<file path="src/rtl/fetch_redirect_sequencer_if.sv">
// Fetch sequencer bus: stall and redirect requests in; fetch address, squash and statistics out.
// The master drives requests; the slave is the sequencer.
interface fetch_redirect_sequencer_if #(
    parameter int CNT_W = 16
);
    logic             STALL;
    logic             ID_REDIRECT;
    logic [31:0]      ID_TARGET;
    logic             EX_MISPREDICT;
    logic [31:0]      EX_TARGET;
    logic [31:0]      FETCH_PC;
    logic             FETCH_VALID;
    logic             SQUASH_IF;
    logic             PENDING;
    logic [CNT_W-1:0] EX_REDIR_COUNT;
    logic [CNT_W-1:0] ID_REDIR_COUNT;

    modport master (
        output STALL, ID_REDIRECT, ID_TARGET, EX_MISPREDICT, EX_TARGET,
        input  FETCH_PC, FETCH_VALID, SQUASH_IF, PENDING, EX_REDIR_COUNT, ID_REDIR_COUNT
    );

    modport slave (
        input  STALL, ID_REDIRECT, ID_TARGET, EX_MISPREDICT, EX_TARGET,
        output FETCH_PC, FETCH_VALID, SQUASH_IF, PENDING, EX_REDIR_COUNT, ID_REDIR_COUNT
    );
endinterface

</file>
<file path="src/rtl/fetch_redirect_sequencer.sv">
// Purpose: fetch PC owner choosing EX mispredict, ID redirect or PC+4; REDIRECT_STATS_EN adds redirect counters.
// Latency: a redirect shows on FETCH_PC one cycle after the request; SQUASH_IF is registered with the EX load.
// Backpressure: STALL holds the PC and buffers one redirect (EX beats ID), applied on release.
module fetch_redirect_sequencer #(
    parameter logic [31:0] RESET_VECTOR = 32'hBFC0_0000,
    parameter int          CNT_W        = 16
) (
    input logic CLK,
    input logic RESET,
    fetch_redirect_sequencer_if.slave bus
);
    typedef enum logic [1:0] {RUN, HOLD, HOLD_PEND} state_t;

    state_t      state, stateNext;
    logic [31:0] fetchPc, pcNext;
    logic        fetchValid;
    logic        squashIf, squashNext;
    logic [31:0] pendTarget, pendTargetNext;
    logic        pendIsEx, pendIsExNext;
    logic        exLoad, idLoad;
    logic [31:0] exTgt, idTgt;

    // Instruction addresses are word aligned; low bits of any target are dropped.
    assign exTgt = bus.EX_TARGET & ~32'd3;
    assign idTgt = bus.ID_TARGET & ~32'd3;

    always_ff @(posedge CLK) begin
        if (RESET) begin
            state      <= RUN;
            fetchPc    <= RESET_VECTOR;
            fetchValid <= 1'b0;
            squashIf   <= 1'b0;
            pendTarget <= '0;
            pendIsEx   <= 1'b0;
        end else begin
            state      <= stateNext;
            fetchPc    <= pcNext;
            fetchValid <= 1'b1;
            squashIf   <= squashNext;
            pendTarget <= pendTargetNext;
            pendIsEx   <= pendIsExNext;
        end
    end

    always_comb begin
        stateNext      = state;
        pcNext         = fetchPc;
        pendTargetNext = pendTarget;
        pendIsExNext   = pendIsEx;
        exLoad         = 1'b0;
        idLoad         = 1'b0;
        squashNext     = 1'b0;
        // The first valid cycle after reset holds the reset vector and ignores redirects.
        if (!fetchValid) begin
            stateNext = RUN;
        end else begin
            case (state)
                RUN, HOLD: begin
                    if (bus.STALL) begin
                        if (bus.EX_MISPREDICT) begin
                            pendTargetNext = exTgt;
                            pendIsExNext   = 1'b1;
                            stateNext      = HOLD_PEND;
                        end else if (bus.ID_REDIRECT) begin
                            pendTargetNext = idTgt;
                            pendIsExNext   = 1'b0;
                            stateNext      = HOLD_PEND;
                        end else begin
                            stateNext = HOLD;
                        end
                    end else begin
                        stateNext = RUN;
                        if (bus.EX_MISPREDICT) begin
                            pcNext = exTgt;
                            exLoad = 1'b1;
                        end else if (bus.ID_REDIRECT) begin
                            pcNext = idTgt;
                            idLoad = 1'b1;
                        end else begin
                            pcNext = fetchPc + 32'd4;
                        end
                    end
                end
                HOLD_PEND: begin
                    if (bus.STALL) begin
                        // A pending EX correction must never be displaced by an ID redirect.
                        if (bus.EX_MISPREDICT) begin
                            pendTargetNext = exTgt;
                            pendIsExNext   = 1'b1;
                        end else if (bus.ID_REDIRECT && !pendIsEx) begin
                            pendTargetNext = idTgt;
                        end
                    end else begin
                        if (bus.EX_MISPREDICT) begin
                            pcNext = exTgt;
                            exLoad = 1'b1;
                        end else if (pendIsEx) begin
                            pcNext = pendTarget;
                            exLoad = 1'b1;
                        end else if (bus.ID_REDIRECT) begin
                            pcNext = idTgt;
                            idLoad = 1'b1;
                        end else begin
                            pcNext = pendTarget;
                            idLoad = 1'b1;
                        end
                        pendTargetNext = '0;
                        pendIsExNext   = 1'b0;
                        stateNext      = RUN;
                    end
                end
                default: stateNext = RUN;
            endcase
        end
        squashNext = exLoad;
    end

    assign bus.FETCH_PC    = fetchPc;
    assign bus.FETCH_VALID = fetchValid;
    assign bus.SQUASH_IF   = squashIf;
    assign bus.PENDING     = (state == HOLD_PEND);

`ifdef REDIRECT_STATS_EN
    logic [CNT_W-1:0] exCount, idCount;

    always_ff @(posedge CLK) begin
        if (RESET) begin
            exCount <= '0;
            idCount <= '0;
        end else begin
            if (exLoad && (exCount != '1)) exCount <= exCount + 1'b1;
            if (idLoad && (idCount != '1)) idCount <= idCount + 1'b1;
        end
    end

    assign bus.EX_REDIR_COUNT = exCount;
    assign bus.ID_REDIR_COUNT = idCount;
`else
    assign bus.EX_REDIR_COUNT = {CNT_W{1'b0}};
    assign bus.ID_REDIR_COUNT = {CNT_W{1'b0}};
`endif
endmodule

</file>
<file path="src/flat_wrapper.sv">
// flat-port wrapper written by rule: the top's interface ports become plain ports
module fetch_redirect_sequencer_flat 
#(
    parameter logic [31:0] RESET_VECTOR = 32'hBFC0_0000,
    parameter int          CNT_W        = 16
)
  (CLK, RESET, bus_STALL, bus_ID_REDIRECT, bus_ID_TARGET, bus_EX_MISPREDICT, bus_EX_TARGET, bus_FETCH_PC, bus_FETCH_VALID, bus_SQUASH_IF, bus_PENDING, bus_EX_REDIR_COUNT, bus_ID_REDIR_COUNT);
  fetch_redirect_sequencer_if #(.CNT_W(CNT_W)) bus_i ();
  input logic CLK;
  input logic RESET;
  input wire logic [$bits(bus_i.STALL)-1:0] bus_STALL;
  input wire logic [$bits(bus_i.ID_REDIRECT)-1:0] bus_ID_REDIRECT;
  input wire logic [$bits(bus_i.ID_TARGET)-1:0] bus_ID_TARGET;
  input wire logic [$bits(bus_i.EX_MISPREDICT)-1:0] bus_EX_MISPREDICT;
  input wire logic [$bits(bus_i.EX_TARGET)-1:0] bus_EX_TARGET;
  output wire logic [$bits(bus_i.FETCH_PC)-1:0] bus_FETCH_PC;
  output wire logic [$bits(bus_i.FETCH_VALID)-1:0] bus_FETCH_VALID;
  output wire logic [$bits(bus_i.SQUASH_IF)-1:0] bus_SQUASH_IF;
  output wire logic [$bits(bus_i.PENDING)-1:0] bus_PENDING;
  output wire logic [$bits(bus_i.EX_REDIR_COUNT)-1:0] bus_EX_REDIR_COUNT;
  output wire logic [$bits(bus_i.ID_REDIR_COUNT)-1:0] bus_ID_REDIR_COUNT;
  assign bus_i.STALL = bus_STALL;
  assign bus_i.ID_REDIRECT = bus_ID_REDIRECT;
  assign bus_i.ID_TARGET = bus_ID_TARGET;
  assign bus_i.EX_MISPREDICT = bus_EX_MISPREDICT;
  assign bus_i.EX_TARGET = bus_EX_TARGET;
  assign bus_FETCH_PC = bus_i.FETCH_PC;
  assign bus_FETCH_VALID = bus_i.FETCH_VALID;
  assign bus_SQUASH_IF = bus_i.SQUASH_IF;
  assign bus_PENDING = bus_i.PENDING;
  assign bus_EX_REDIR_COUNT = bus_i.EX_REDIR_COUNT;
  assign bus_ID_REDIR_COUNT = bus_i.ID_REDIR_COUNT;
  fetch_redirect_sequencer #(.RESET_VECTOR(RESET_VECTOR), .CNT_W(CNT_W)) u_core (.CLK(CLK), .RESET(RESET), .bus(bus_i));
endmodule
</file>
<file path="config.mk">
export PLATFORM = sky130hd
export DESIGN_NAME = fetch_redirect_sequencer_flat
export DESIGN_NICKNAME = d
export VERILOG_FILES = /design/src/rtl/fetch_redirect_sequencer_if.sv /design/src/rtl/fetch_redirect_sequencer.sv /design/src/flat_wrapper.sv
export SDC_FILE = /design/constraint.sdc
export NUM_CORES = 1
export LEC_CHECK = 0
export BUFFER_PORTS_ARGS = -buffer_cell sky130_fd_sc_hd__buf_2
export CORE_UTILIZATION = 40
export CTS_CLUSTER_SIZE = 25
export DETAILED_ROUTE_END_ITERATION = 10
export PLACE_DENSITY_LB_ADDON = 0.12
export SYNTH_ARGS = -nofsm -noshare
export SYNTH_HDL_FRONTEND = slang
export SYNTH_SLANG_ARGS = --single-unit
</file>
<file path="constraint.sdc">
create_clock -name CLK -period 2.1 [get_ports CLK]
set_input_delay 0.21 -clock CLK [delete_from_list [all_inputs] [get_ports CLK]]
set_output_delay 0.21 -clock CLK [all_outputs]
set_load 0.02 [all_outputs]
</file>
==> results_dict.tcl, run 1 <==
set metrics [dict create \
    outcome "finished, violations left" \
    violations "design-rule violations" \
    tightest_slew_ns 0.6613 \
    slowest_delay_ns 0.43 \
    fin_skew_ns 0.004044 \
    ys_async_sr_fraction 0 \
    htree_levels 3 \
    layout.cells.most_common "buf_2" \
    area_growth_pct 24.33 \
    synth_area_leaders "dfxtp_1 29%, buf_4 5.2%, nand3_1 4.5%" \
    drv_cap 0 \
    fp.dieW_um 111.0 \
    grt_pass1_vias 4993 \
    cp-start-kind "flop" \
    fin_crit_sh 0.9513 \
    critPathKind "flop to flop" \
    peakVddDrop_mv 0.3097 \
    arrival_ns 2.23 \
    p_leak_uw 0.002419 \
    final_cell_mix "99 x buf_2, 69 x dfxtp_1, 59 x buf_4, 50 x nand2_1, 43 x nand3_1" \
    holdPathEnd "u_core.bus.FETCH_PC[2]" \
    setup_violations 0 \
    met2WireLength_um 7718 \
    rows 39 \
    io_buffers 99 \
    ys_types 73 \
    grt_max_degree 37 \
    synth_cells 612 \
    fillCellCount 1139 \
    worstHoldPathCells 3 \
    route.met3.wl_um 1655 \
    via_per_inst 6.175 \
    finalSetupTns_ns 0 \
    die_h_um 111.0 \
    endpoint_kind "flop" \
    route.detailed.wl_per_inst_um 20.04 \
    vias 5446 \
    holdCritPathClass "primary input to flop" \
    yosysSeqAreaShare 0.2907 \
    fin_hold_ws_ns 0.1579 \
    finalHoldViolations 0 \
    pin_count 136 \
    route.detailed.drc 20 \
    rsz0062_at_grt "no" \
    yosysWarnings 0 \
    yosys.area.top_type_share 0.2907 \
    required_ns 2.33 \
    slowest_stage "nor4_1" \
    yosys.area.top_type "dfxtp_1" \
    path_cells "and4_1 -> buf_4 -> nand2_1 -> nor4_1 -> mux2i_1 -> or2_2" \
    cts_root_buf "clkbuf_16" \
    r2r_start "u_core.bus.FETCH_PC[7]" \
    critical_path_depth 6 \
    gr-total-overflow 0 \
    antenna_found_initial 0 \
    cts.sinks 69 \
    r2r_slack_ns 0.10 \
    synth-seq-cells 69 \
    dieArea_um2 12320 \
    ctsHoldBuffers 0 \
    post-route-min-period_ns 1.998 \
    crit_buf_inv 1 \
    start_util 0.4126 \
    ys.flop_type "dfxtp_1" \
    gp_congestion 0.9228 \
    min_from "bus_EX_TARGET[2]" \
    fmax_mhz 500.5 \
    clk_latency_ns 0.35 \
    clk_path_buf_depth 2 \
    place_hpwl_um 13170 \
    p_per_area_nw_per_um2 676.2 \
    synth-edff-count 0 \
    relSlewSlack 0.5551 \
    r2r_cells 6 \
    n_antenna_cell 0 \
    avgSynthCellArea_um2 7.765 \
    drtPass1Iterations 8 \
    routed_wl_um 17680 \
    cp_top_family "simple AND/OR/NAND/NOR gates" \
    grt_first_pass_wirelength_um 27920 \
    core_um2 11520 \
    netlist_area_um2 4752 \
    maxUsedRoutingLayer "met4" \
    layout-drive-gt1-share 0.2666 \
    nets 804 \
    grt_use_total 0.2919 \
    wl_met1_um 7980 \
    tritoncts "done" \
    clkSlewWorstSetupHoldPaths_ns 0.06 \
    r2r-end "u_core.bus.FETCH_PC[30]" \
    cts_inserted_buffers 9 \
    ant_nets 0 \
    finalPower_uw 3995 \
    crit_fanout 6 \
    drt_iter0_drc 536 \
    slew_violations 0 \
]
-- how the worst max path moves through the flow --
| stage | startpoint | end | slack, ns |
|---|---|---|---|
| final | u_core.bus.FETCH_PC[7] | u_core.bus.FETCH_PC[30] | 0.10 |
| after global routing | u_core.bus.FETCH_PC[7] | u_core.bus.FETCH_PC[30] | 0.004 |
| after CTS | u_core.state[0] | u_core.pendTarget[19] | 0.08 |
| after detailed placement | bus_STALL | u_core.bus.FETCH_PC[0] | 0.05 |
| after global placement | bus_STALL | u_core.bus.FETCH_PC[1] | 0.06 |
| after floorplan | u_core.bus.FETCH_PC[4] | u_core.bus.FETCH_PC[21] | 0.007 |
-- layer usage --
layer  track usage  vias to the layer above
met5             0                        -
met4       0.09863                        0
met3       0.06506                       29
met2        0.4348                      293
met1        0.4129                     2602
li1              -                     2522
-- worst reg2reg max path: stages (launching register included) --
cell and delay [ns]:
dfxtp_1 0.42, and4_1 0.33, buf_4 0.18, nand2_1 0.12, nor4_1 0.43, mux2i_1 0.12
or2_2 0.29
-- sequential cells by signal, summed over array words and instances, names as in the netlist --
| signal | count |
|---|---|
| u_core.state | 2 |
| u_core.bus.FETCH_PC | 32 |
| u_core.pendIsEx | 1 |
| u_core.pendTarget | 32 |
| u_core.bus.FETCH_VALID | 1 |
| u_core.bus.SQUASH_IF | 1 |
-- per-stage QoR --
stage	std cells	util	area, um2	setup WS (ns)
2_1_floorplan	643	-	4868	0.007167
3_3_place_gp	865	0.4839	5573	0.05550
3_5_place_dp	865	0.4839	5573	0.05167
4_1_cts	881	0.5122	5898	0.08191
5_1_grt	882	0.5130	5908	0.003674
6_report	882	0.5130	5908	0.1022
-- power breakdown --
| group | internal, uW | leakage, uW | switching (uW) |
|---|---|---|---|
| Sequential | 1380 | 0.000565 | 70.8 |
| Clock | 1070 | 0.000158 | 623 |
| Combinational | 324 | 0.00170 | 526 |
| Total | 2780 | 0.00242 | 1220 |
-- Yosys cell counts (8+ instances only) --
master / n
a21oi_1: 25
a22oi_1: 13
a31oi_1: 15
a32oi_1: 14
and2_1: 8
buf_2: 10
buf_4: 33
clkbuf_1: 30
dfxtp_1: 69
inv_1: 8
nand2_1: 50
nand2b_1: 21
nand3_1: 43
nand4_1: 12
nor2_1: 34
nor3_1: 14
nor4_1: 10
o211ai_1: 9
o21ai_0: 38
o221ai_1: 9
o2bb2ai_1: 13
-- cell type report --
type / instances / area, um2 / area share
Clock inverter: 6 / 86.33 / 0.01461
Sequential cell: 69 / 1381 / 0.2338
Inverter: 8 / 30.03 / 0.005083
Multi-Input combinational cell: 485 / 2994 / 0.5068
Tap cell: 143 / 178.9 / 0.03028
Timing Repair Buffer: 161 / 998.5 / 0.1690
Clock buffer: 10 / 239.0 / 0.04045
-- cell families (layout without fill, tap and decap cells) --
logic type / count (synthesis) / after routing / share of synthesized area
buf+inv: 89 / 185 / 0.1051
flops: 69 / 69 / 0.2907
compound gates: 207 / 207 / 0.3094
other cells: 1 / 32 / 0.0007891
fa+ha+maj: 1 / 1 / 0.002633
simple gates: 223 / 223 / 0.2457
xor+xnor: 9 / 9 / 0.01659
mux: 13 / 13 / 0.02923
-- repair_timing --
action	CTS	global route
endpoints found under the setup margin	0	14
gates resized for setup	0	1
buffers inserted	0	1
No activity file was read; power rests on OpenSTA's default activity.
==> inputs of run 2 (changes only) <==
Settings changed: CORE_ASPECT_RATIO set to 0.5, HOLD_SLACK_MARGIN set to 0.06.
Clock period 2.1 ns to 2.4 ns, I/O delays scaled along.
==> run 2 against run 1 <==
The run now ends clean. Sequential share of layout area is 0.65 points higher. Power is 16% lower. Clock skew is 0.0041 ns higher. Routed wire length is 1.8% lower. Design area is 2.7% lower. Via count is 2.5% lower. Combinational power is 17% lower. First-iteration DRC count is 8.8% higher. Critical path depth is 2 higher. Register-to-register slack better by 0.07 ns. Critical endpoint is now u_core.pendTarget[4]. Largest cell class unchanged.
==> results_dict.tcl, run 2 (synthesized netlist as in run 1, its figures left out) <==
set metrics [dict create \
    outcome "complete, no violations" \
    cts_setup_buffers 0 \
    p_leak_uw 0.002306 \
    fin_skew_ns 0.008183 \
    fin_hold_ws_ns 0.1835 \
    drtPass1Iterations 6 \
    peakVddDrop_mv 0.2926 \
    tritoncts "done" \
    critPathKind "flop to flop" \
    ctsResizeCount 0 \
    layout-drive-gt1-share 0.2479 \
    vias 5308 \
    clk_path_buf_depth 2 \
    gp_congestion 0.9813 \
    p_per_area_nw_per_um2 585.2 \
    cp_top_family "simple AND/OR/NAND/NOR gates" \
    ctsHoldBuffers 0 \
    io_buffers 99 \
    area_growth_pct 20.96 \
    path_cells "buf_4 -> nand2b_1 -> inv_1 -> buf_4 -> nor2_1 -> nor2_1 -> a21boi_0 -> o2bb2ai_1" \
    clkSlewWorstSetupHoldPaths_ns 0.07 \
    arrival_ns 2.49 \
    finalHoldViolations 0 \
    n_antenna_cell 0 \
    cts_root_buf "clkbuf_16" \
    endpoint_kind "flop" \
    final_cell_mix "99 x buf_2, 69 x dfxtp_1, 50 x nand2_1, 44 x buf_4, 43 x nand3_1" \
    setup_violations 0 \
    htree_levels 3 \
    pin_count 136 \
    routed_wl_um 17360 \
    dieArea_um2 12350 \
    nets 787 \
    fp.dieW_um 156.1 \
    slowest_stage "nor2_1" \
    antenna_found_initial 0 \
    slew_violations 0 \
    grt_first_pass_wirelength_um 26690 \
    cp-start-kind "flop" \
    fmax_mhz 449.3 \
    cts_inserted_buffers 9 \
    rows 27 \
    grt_max_degree 28 \
    relSlewSlack 0.3265 \
    crit_fanout 13 \
    grt_pass1_vias 4724 \
    via_per_inst 6.025 \
    die_h_um 79.07 \
    fin_crit_sh 0.9274 \
    place_hpwl_um 12940 \
    required_ns 2.67 \
    instances_no_fill 881 \
    finalSetupTns_ns 0 \
    drt_iter0_drc 583 \
    tightest_slew_ns 1.007 \
    start_util 0.4212 \
    ant_nets 0 \
    drv_cap 0 \
    final_cell_area_um2 5748 \
    clk_latency_ns 0.35 \
    rsz0062_at_grt "no" \
    layout.cells.most_common "buf_2" \
    placed_cell_area_um2 5448 \
    core_um2 11280 \
    holdCritPathClass "primary input to flop" \
    dpl.cell_count 865 \
    crit_buf_inv 3 \
    cts.sinks 69 \
    route.detailed.drc 0 \
    slowest_delay_ns 0.77 \
    finalPower_uw 3364 \
    grt_use_total 0.2865 \
    post-route-min-period_ns 2.226 \
    route.detailed.wl_per_inst_um 19.71 \
    gr-total-overflow 0 \
]
[run 2: routing by layer]
layer  vias to the layer above  wire length, um  global-route usage
met5                         -                0                   0
met4                         0              321             0.08529
met3                        29             1709             0.06496
met2                       289             7517              0.4295
met1                      2511             7815              0.4057
li1                       2479                -                   -
[run 2: power by group]
group	total (uW)	internal (uW)	leakage (uW)	switching [uW]
logic	705	264	0.00160	440
registers	1280	1210	0.000565	68.7
clock network	1380	808	0.000138	573
[run 2: worst min-delay path, cell delays in order]
cell and delay (ns):
buf_2 0.09, nand2_1 0.07, a31oi_1 0.08
[run 2: metrics by stage]
step	utilization	worst slack [ns]
global placement	0.4828	0.3091
detailed placement	0.4828	0.2577
global route	0.5094	0.02666
finish	0.5094	0.1742
floorplan	-	0.3072
CTS	0.5094	0.2430
[run 2: area by class of cell]
| type | count | area, um2 |
|---|---|---|
| clock buffer | 9 | 225.2 |
| clock inverter | 7 | 75.07 |
| fill | 1118 | 5535 |
| inverter | 8 | 30.03 |
| multi-input combinational | 485 | 2992 |
| sequential | 69 | 1381 |
| tap | 159 | 198.9 |
| timing repair buffer | 144 | 845.8 |
[run 2: path summary, 6_finish.rpt]
kind / slack (ns) / to / cells past startpoint / startpoint
setup reg to reg: 0.17 / u_core.pendTarget[4] / 8 / u_core.state[1]
hold / removal: 0.18 / u_core.bus.FETCH_PC[2] / 3 / bus_EX_TARGET[2]
setup / recovery: 0.17 / u_core.pendTarget[4] / 8 / u_core.state[1]
hold reg to reg: 0.46 / u_core.pendTarget[1] / 1 / u_core.pendTarget[1]
==> inputs of run 3 (changes only) <==
Settings changed: SETUP_SLACK_MARGIN set to 0.4.
Clock period 2.4 ns to 2.3 ns, I/O delays scaled along.
==> run 3 against run 2 <==
Die area did not move. Combinational power up 6.4%. Design area is 3.0% higher. Global-route usage rose by 1.2 points. Critical path depth shrank 3. First-iteration DRC count is 23% higher. Largest cell class unchanged. Routed wire length is 3.7% higher. Utilization up 1.5 points.
==> results_dict.tcl, run 3 (synthesized netlist as in run 1, its figures left out) <==
set metrics [dict create \
    outcome "complete, no violations" \
    clk_latency_ns 0.34 \
    slowest_delay_ns 0.43 \
    grt_use_total 0.2989 \
    drv_cap 0 \
    ant_nets 0 \
    nets 789 \
    die_h_um 79.07 \
    vias 5337 \
    finalHoldViolations 0 \
    via_per_inst 6.044 \
    place_hpwl_um 12980 \
    grt_pass1_vias 4704 \
    tightest_slew_ns 0.6840 \
    clkSlewWorstSetupHoldPaths_ns 0.06 \
    drtPass1Iterations 5 \
    p_leak_uw 0.002360 \
    gp_congestion 0.9217 \
    setup_violations 0 \
    antenna_found_initial 0 \
    final_cell_mix "99 x buf_2, 53 x dfxtp_1, 49 x nand2_1, 43 x nand3_1, 42 x buf_4" \
    peakVddDrop_mv 0.3543 \
    post-place-ws_ns 0.1476 \
    cp_top_family "simple AND/OR/NAND/NOR gates" \
    grt_max_degree 38 \
    arrival_ns 2.12 \
    fin_crit_sh 0.8264 \
    cts_inserted_buffers 9 \
    required_ns 2.52 \
    finalSetupTns_ns 0 \
    grt_first_pass_wirelength_um 27700 \
    dieArea_um2 12350 \
    relSlewSlack 0.5435 \
    crit_fanout 8 \
    io_buffers 99 \
    fin_hold_ws_ns 0.1618 \
    route.detailed.drc 0 \
    fillCellCount 1128 \
    slew_violations 0 \
    area_growth_pct 24.62 \
    route.detailed.wl_per_inst_um 20.39 \
    gr-total-overflow 0 \
    final_util 0.5248 \
    p_per_area_nw_per_um2 597.4 \
    holdCritPathClass "primary input to flop" \
    n_antenna_cell 0 \
    path_cells "and4_4 -> nand4_4 -> or4_4 -> and4_4 -> or3_1" \
    routed_wl_um 18000 \
    cts.sinks 69 \
    post-route-min-period_ns 1.901 \
    core_um2 11280 \
    clk_path_buf_depth 2 \
    fmax_mhz 526.1 \
    layout.cells.most_common "buf_2" \
    cts_root_buf "clkbuf_16" \
    htree_levels 3 \
    pin_count 136 \
    instances_no_fill 883 \
    tritoncts "done" \
    slowest_stage "or4_4" \
    start_util 0.4212 \
    rsz0062_at_grt "yes" \
    rows 27 \
    fp.dieW_um 156.1 \
    layout-drive-gt1-share 0.2970 \
    setup_slack_ns 0.3992 \
    cp-start-kind "flop" \
    fin_skew_ns 0.01119 \
    drt_iter0_drc 716 \
    endpoint_kind "flop" \
    dpl.cell_count 862 \
    crit_buf_inv 0 \
    cp_common_cell "and4_4" \
    critPathKind "flop to flop" \
]
run 3: per-layer routing:
metal,global-route usage,vias up,share of wire
met1,0.4438,2506,0.46
met3,0.08406,17,0.12
met2,0.4143,329,0.41
met4,0.07549,0,0.0079
li1,-,2485,-
met5,0,-,0
run 3: what timing repair did:
| item | CTS | global route |
|---|---|---|
| endpoints found under the hold margin | 0 | 0 |
| setup buffers | 4 | 1 |
| resized for setup | 7 | 26 |
| hold buffers | 0 | 0 |
| setup endpoints to repair | 29 | 21 |
| pin swaps | 4 | 5 |
run 3: layout make-up:
| cell class | instances | area [um2] | share of cell area |
|---|---|---|---|
| multi-input combinational | 485 | 3082 | 0.5204 |
| sequential | 69 | 1421 | 0.2400 |
| timing repair buffer | 146 | 884.6 | 0.1494 |
| clock buffer | 11 | 242.7 | 0.04099 |
| tap | 159 | 198.9 | 0.03359 |
| clock inverter | 5 | 60.06 | 0.01014 |
| inverter | 8 | 32.53 | 0.005493 |
run 3: power by group:
group	internal (uW)	switching [uW]
combinational	280	470
clock	872	574
sequential	1260	80.1
total	2410	1120
run 3: final timing paths:
| kind | cells after the start | slack [ns] | start | end |
|---|---|---|---|---|
| setup / recovery | 5 | 0.40 | u_core.bus.FETCH_PC[5] | u_core.bus.FETCH_PC[21] |
| hold / removal | 3 | 0.16 | bus_EX_TARGET[6] | u_core.bus.FETCH_PC[6] |
| setup reg to reg | 5 | 0.40 | u_core.bus.FETCH_PC[5] | u_core.bus.FETCH_PC[21] |
| hold reg to reg | 1 | 0.46 | u_core.pendTarget[0] | u_core.pendTarget[0] |
run 3: worst register-to-register path: stages (launching register included):
cell and delay, ns:
dfxtp_4 0.38, and4_4 0.32, nand4_4 0.12, or4_4 0.43, and4_4 0.20, or3_1 0.33
run 3: metrics by stage:
stage	instance area, um2	power, uW
after detailed placement	5475	2078
after CTS	5823	3519
after global routing	5922	3680
after global placement	5475	2077
final	5922	3538
after floorplan	4906	1838
